==> src/rtl/anton_neopixel_multistream.sv <==
// anton_neopixel_multistream
//   Drives CHANNELS NeoPixel strips in lockstep. One pixel word carries data for
//   all lanes. Words are pulled over a ready/valid handshake, and a one-entry
//   holding register prefetches the next word. Each data bit lasts CLK_PER_BIT
//   clocks and stays high for T1H clocks ('1') or T0H clocks ('0'). Bits go out
//   MSB first. After the last bit the outputs stay low for LATCH_CYCLES clocks,
//   and then done pulses for one cycle.
//
// Ports
//   clk         single clock
//   syncReset   synchronous reset, active-high
//   start       begin a frame (IDLE only); pixelCount/mode32 are captured with it
//   pixelCount  pixels per channel
//   mode32      1 = 32-bit GRBW word, 0 = 24-bit GRB word (uses [23:0] of a lane)
//   pixelData   lane c at [c*32 +: 32]
//   pixelValid  pixelData is valid
//   pixelReady  a word is accepted on pixelValid & pixelReady
//   pixelIndex  index of the next word requested
//   busy        high in every state except IDLE
//   done        one-cycle pulse on the last LATCH cycle
//   underrun    sticky stall flag, cleared by start
//   neoData     serial strip outputs
//
// state   | meaning
// --------+-------------------------------------------------------------
// S_IDLE  | waiting for start
// S_FETCH | first word of the frame requested
// S_SEND  | bits being serialised; the next word may be prefetched
// S_STALL | word boundary reached with no data; outputs held low
// S_LATCH | low reset/latch period before done

module anton_neopixel_multistream #(
  parameter int CHANNELS     = 1,
  parameter int COUNT_BITS   = 10,
  parameter int CLK_PER_BIT  = 25,
  parameter int T0H          = 7,
  parameter int T1H          = 14,
  parameter int LATCH_CYCLES = 1000
) (
  input  logic                    clk,
  input  logic                    syncReset,
  input  logic                    start,
  input  logic [COUNT_BITS-1:0]   pixelCount,
  input  logic                    mode32,
  input  logic [CHANNELS*32-1:0]  pixelData,
  input  logic                    pixelValid,
  output logic                    pixelReady,
  output logic [COUNT_BITS-1:0]   pixelIndex,
  output logic                    busy,
  output logic                    done,
  output logic                    underrun,
  output logic [CHANNELS-1:0]     neoData
);

  localparam int TW = (CLK_PER_BIT > 1) ? $clog2(CLK_PER_BIT) : 1;
  localparam int LW = (LATCH_CYCLES > 0) ? $clog2(LATCH_CYCLES + 1) : 1;

  localparam logic [TW-1:0]         T_LAST     = TW'(CLK_PER_BIT - 1);
  localparam logic [TW-1:0]         T0H_C      = TW'(T0H);
  localparam logic [TW-1:0]         T1H_C      = TW'(T1H);
  localparam logic [TW-1:0]         TIMER_ONE  = TW'(1);
  localparam logic [LW-1:0]         LATCH_LOAD = LW'(LATCH_CYCLES - 1);
  localparam logic [LW-1:0]         LATCH_ONE  = LW'(1);
  localparam logic [COUNT_BITS-1:0] IDX_ONE    = COUNT_BITS'(1);

  typedef enum logic [2:0] {
    S_IDLE,
    S_FETCH,
    S_SEND,
    S_STALL,
    S_LATCH
  } state_t;

  state_t                      state_q, state_d;
  logic [COUNT_BITS-1:0]       count_q, count_d;
  logic [COUNT_BITS-1:0]       index_q, index_d;
  logic                        mode32_q, mode32_d;
  logic [CHANNELS-1:0][31:0]   pix_q, pix_d;
  logic [CHANNELS-1:0][31:0]   hold_q, hold_d;
  logic                        hold_full_q, hold_full_d;
  logic [TW-1:0]               timer_q, timer_d;
  logic [4:0]                  bit_idx_q, bit_idx_d;
  logic [LW-1:0]               latch_q, latch_d;
  logic                        underrun_q, underrun_d;

  logic       handshake;
  logic       more_pixels;
  logic       bit_last;
  logic [4:0] top_bit;

  assign more_pixels = (index_q < count_q);
  assign bit_last    = (timer_q == T_LAST);
  assign top_bit     = mode32_q ? 5'd31 : 5'd23;

  always_comb begin
    pixelReady = 1'b0;
    case (state_q)
      S_FETCH, S_STALL: pixelReady = 1'b1;
      S_SEND:           pixelReady = !hold_full_q && more_pixels;
      default:          pixelReady = 1'b0;
    endcase
    handshake = pixelValid && pixelReady;
  end

  always_comb begin
    state_d     = state_q;
    count_d     = count_q;
    index_d     = index_q;
    mode32_d    = mode32_q;
    pix_d       = pix_q;
    hold_d      = hold_q;
    hold_full_d = hold_full_q;
    timer_d     = timer_q;
    bit_idx_d   = bit_idx_q;
    latch_d     = latch_q;
    underrun_d  = underrun_q;
    done        = 1'b0;

    case (state_q)
      S_IDLE: begin
        if (start) begin
          count_d     = pixelCount;
          mode32_d    = mode32;
          index_d     = '0;
          underrun_d  = 1'b0;
          hold_full_d = 1'b0;
          if (pixelCount == '0) begin
            state_d = S_LATCH;
            latch_d = LATCH_LOAD;
          end else begin
            state_d = S_FETCH;
          end
        end
      end

      S_FETCH, S_STALL: begin
        if (handshake) begin
          pix_d     = pixelData;
          index_d   = index_q + IDX_ONE;
          bit_idx_d = top_bit;
          timer_d   = '0;
          state_d   = S_SEND;
        end
      end

      S_SEND: begin
        if (!bit_last) begin
          timer_d = timer_q + TIMER_ONE;
          if (handshake) begin
            hold_d      = pixelData;
            hold_full_d = 1'b1;
            index_d     = index_q + IDX_ONE;
          end
        end else begin
          timer_d = '0;
          if (bit_idx_q != 5'd0) begin
            bit_idx_d = bit_idx_q - 5'd1;
            if (handshake) begin
              hold_d      = pixelData;
              hold_full_d = 1'b1;
              index_d     = index_q + IDX_ONE;
            end
          end else if (hold_full_q) begin
            pix_d       = hold_q;
            hold_full_d = 1'b0;
            bit_idx_d   = top_bit;
          end else if (handshake) begin
            // Word arrives exactly at the boundary: bypass the holding register.
            pix_d     = pixelData;
            index_d   = index_q + IDX_ONE;
            bit_idx_d = top_bit;
          end else if (more_pixels) begin
            state_d    = S_STALL;
            underrun_d = 1'b1;
          end else begin
            state_d = S_LATCH;
            latch_d = LATCH_LOAD;
          end
        end
      end

      S_LATCH: begin
        if (latch_q == '0) begin
          done    = 1'b1;
          state_d = S_IDLE;
        end else begin
          latch_d = latch_q - LATCH_ONE;
        end
      end

      default: state_d = S_IDLE;
    endcase
  end

  always_comb begin
    neoData = '0;
    for (int c = 0; c < CHANNELS; c++) begin
      neoData[c] = (state_q == S_SEND) &&
                   (timer_q < (pix_q[c][bit_idx_q] ? T1H_C : T0H_C));
    end
  end

  assign busy       = (state_q != S_IDLE);
  assign underrun   = underrun_q;
  assign pixelIndex = index_q;

  always_ff @(posedge clk) begin
    if (syncReset) begin
      state_q     <= S_IDLE;
      count_q     <= '0;
      index_q     <= '0;
      mode32_q    <= 1'b0;
      pix_q       <= '0;
      hold_q      <= '0;
      hold_full_q <= 1'b0;
      timer_q     <= '0;
      bit_idx_q   <= '0;
      latch_q     <= '0;
      underrun_q  <= 1'b0;
    end else begin
      state_q     <= state_d;
      count_q     <= count_d;
      index_q     <= index_d;
      mode32_q    <= mode32_d;
      pix_q       <= pix_d;
      hold_q      <= hold_d;
      hold_full_q <= hold_full_d;
      timer_q     <= timer_d;
      bit_idx_q   <= bit_idx_d;
      latch_q     <= latch_d;
      underrun_q  <= underrun_d;
    end
  end

endmodule

==> config.mk <==
export PLATFORM = sky130hd
export DESIGN_NAME = anton_neopixel_multistream
export DESIGN_NICKNAME = d
export VERILOG_FILES = /design/src/rtl/anton_neopixel_multistream.sv
export SDC_FILE = /design/constraint.sdc
export NUM_CORES = 1
export LEC_CHECK = 0
export ABC_AREA = 1
export CAP_MARGIN = 15
export CORE_MARGIN = 2
export CORE_UTILIZATION = 38
export CTS_CLUSTER_SIZE = 40
export DETAILED_ROUTE_END_ITERATION = 8
export SYNTH_ARGS = -nofsm -noshare
export SYNTH_HDL_FRONTEND = slang
export SYNTH_SLANG_ARGS = --single-unit
==> constraint.sdc <==
create_clock -name clk -period 3.15 [get_ports clk]
set_input_delay 0.7875 -clock clk [delete_from_list [all_inputs] [get_ports clk]]
set_output_delay 0.7875 -clock clk [all_outputs]
set_load 0.005 [all_outputs]
==> flow_summary.ini <==
[global_route]
overflow = 0
grt_pass1_wl_um = 24800
grt_pass1_vias = 5216
grt_util_all_layers_pct = 18.4
grt_max_degree = 65
antenna_found_initial = 0

[floorplanning]
core_mm2 = 0.0152
num_rows = 45
io_pins = 62
fp.dieH_um = 129
die_w_um = 129
start_util_pct = 38.9
die_area_mm2 = 0.0166

[critical_path]
required_ns = 2.36
reg2reg_depth = 10
crit_arrival_ns = 2.31
r2r_start = pixelIndex[9]$_SDFFE_PP0P_
r2r-end = pixelIndex[0]$_SDFFE_PP0P_
critical_path_class = reg2out
r2r_slack_ns = 0.48
endpoint_kind = output pin
cp_max_fo = 8
start_kind = register

[worst_hold_path]
min-delay-start = count_q[3]$_SDFFE_PP0P_
min_path_cells = 2
hold_path.class = reg2reg
holdPathEnd = count_q[3]$_SDFFE_PP0P_

[flow_run]
drv_cap = 0

[clock_network]
cts.htree.levels = 3
clockBufferDepth = 2
clk_pin_slew_ns = 0.07
clk_latency_ns = 0.36
cts_tree = yes
cts.sinks = 110
cts-buffers-inserted = 9
cts_root_buffer = clkbuf_16

[timing]
finalMaxSlewViolations = 0
worst_slack_ns = 0.0477
rsz0062_at_grt = yes
hold_viol = 0
worst_pin_slew_ns = 0.654
relSlewSlack_pct = 56.4
fin_crit_sh_pct = 98.5
clock_skew_ns = 0.00794
setup-violations-final = 0
fmax_ghz = 0.322
fin_crit_ns = 3.10

[logic_synthesis]
postSynth.asyncResetShare_pct = 0
synthTopCellsByArea = dfxtp_1 37%, nand2_1 9.7%, nor2_1 8.0%, a21oi_1 7.1%, o21ai_0 6.4%
synth_warnings = 0
yosysTopAreaCell = dfxtp_1
seq_area_frac_synth_pct = 37.3
synth_top_area_share_pct = 37.3
syn_area_mm2 = 0.00591
synth-seq-cells = 110
synth_nets = 927
synth_ff_type = dfxtp_1
synth_cell_types = 43
synthCells = 865
yosysMostFrequentCell = nand2_1
synth_enable_flop_cells = 0
synth.top_cells.by_count = 152 x nand2_1, 126 x nor2_1, 110 x dfxtp_1
synth.avg_cell_area_um2 = 6.83

[drt]
avgRoutedWirePerCell_um = 13.0
drc = 0
viasPerCell = 4.90
antenna_left = 0
dr.pass1.iters = 5
finalWirelength_um = 14500
vias = 5505
initialDrtViolationCount = 360

[placement]
dp_slack_ns = 0.00364
portBuffers = 61
gp_congestion = 0.814
hpwlAfterDp_um = 9740

[layout]
num_antenna_cells = 0
drive_gt1_share_pct = 12.3
final_net_count = 992
area_growth_syn_to_layout_pct = 23.4
regArea_mm2 = 0.00221
multi_input_area_mm2 = 0.00322
n_fill_cell = 1571

[power]
clock_power_share_pct = 22.1
swShare_pct = 39.8
p_total_w = 0.00529
seqPwrFrac_pct = 33.3
netSwitchingPower_w = 0.00211
pwr-share-comb_pct = 44.7
vdd_drop_max_mv = 0.306
p_leak_nw = 3.07
p_int_w = 0.00319
power_density_mw_per_mm2 = 726

[outcome]
status = finished clean
[power by group through the flow]
stage	Clock (W)	Combinational, W	Sequential [W]
finish	0.00117	0.00236	0.00176
global route	0.00126	0.00266	0.00179
CTS	0.00121	0.00226	0.00175
detailed placement	0	0.00215	0.00177
global placement	0	0.00213	0.00177
floorplan	0	0.00160	0.00173
[per-stage QoR]
step	TNS, ns	instance area [µm²]	std cells	hold slack [ns]	utilization, %
floorplan	0	5910	865	0.433	-
global placement	0	6760	1095	0.452	44.4
detailed placement	0	6760	1095	0.461	44.4
CTS	-0.0401	7180	1123	0.473	47.2
global route	-0.0616	7290	1123	0.500	48.0
finish	0	7290	1123	0.470	48.0
[logic make-up after synthesis]
logic type,Yosys count,synth area share (%)
buffers and inverters,135,9.64
AO/OA/AOI/OAI,206,18.7
XOR/XNOR,15,2.22
flip-flops,110,37.3
adder cells (fa/ha/maj),15,3.18
AND/OR/NAND/NOR,384,29.0
[cell usage in the layout, fill, tap and decap left out, drive strengths merged, types with 6 or more instances in the layout]
cell type / n
ha: 15
clkdlybuf4s50: 59
buf: 34
or2: 34
clkbuf: 12
xor2: 13
nand2: 158
o221ai: 6
inv: 94
nor2: 131
dfxtp: 110
nand4: 21
o21ai: 107
a21oi: 86
nand3: 31
[layout make-up]
| class | count | share of cell area, % |
|---|---|---|
| tap | 188 | 3.23 |
| inverter | 95 | 4.98 |
| clock buffer | 11 | 3.33 |
| timing repair buffer | 94 | 13.2 |
| sequential | 110 | 30.3 |
| multi-input combinational | 620 | 44.2 |
| clock inverter | 5 | 0.789 |
[registers in the layout, summed over array words and instances (netlist names)]
name,count
hold_q,32
pix_q,32
count_q,10
latch_q,10
pixelIndex,10
bit_idx_q,5
timer_q,5
state_q,3
hold_full_q,1
mode32_q,1
underrun,1
[layer usage]
metal / part of all wire (%) / track usage [%] / wire length, µm
met5: 0 / 0 / 0
met4: 1.4 / 6.65 / 206
met3: 3.1 / 2.54 / 450
met2: 46 / 31.0 / 6720
met1: 49 / 24.3 / 7160
[how the worst max path moves through the flow]
stage | start | to | depth (start not counted) | slack, ns
final | bit_idx_q[0]$_SDFFE_PP0P_ | neoData | 13 | 0.05
after global routing | bit_idx_q[0]$_SDFFE_PP0P_ | neoData | 15 | -0.06
after CTS | bit_idx_q[0]$_SDFFE_PP0P_ | neoData | 14 | -0.04
after detailed placement | bit_idx_q[1]$_SDFFE_PP0P_ | neoData | 12 | 0.004
after global placement | bit_idx_q[1]$_SDFFE_PP0P_ | neoData | 12 | 0.03
after floorplan | bit_idx_q[0]$_SDFFE_PP0P_ | neoData | 12 | 0.41
[critical path, cell delays in order, from the launching register on]
cell and delay [ns]:
dfxtp_4 0.39, inv_6 0.08, buf_6 0.12, o21ai_0 0.08, o221ai_1 0.20, nand3_1 0.10, nand2_1 0.09, nand2_2 0.07
and2_4 0.15, ha_4 0.26, inv_2 0.04, nor4_4 0.15, a21oi_2 0.09, buf_2 0.14
[repair_timing]
item	4_1_cts	5_1_grt
pin swaps	13	21
cloned	1	1
hold buffers	0	0
gates resized for setup	17	30
setup buffers	11	0
endpoints found under the setup margin	1	2
(Power assumes the default switching activity.)
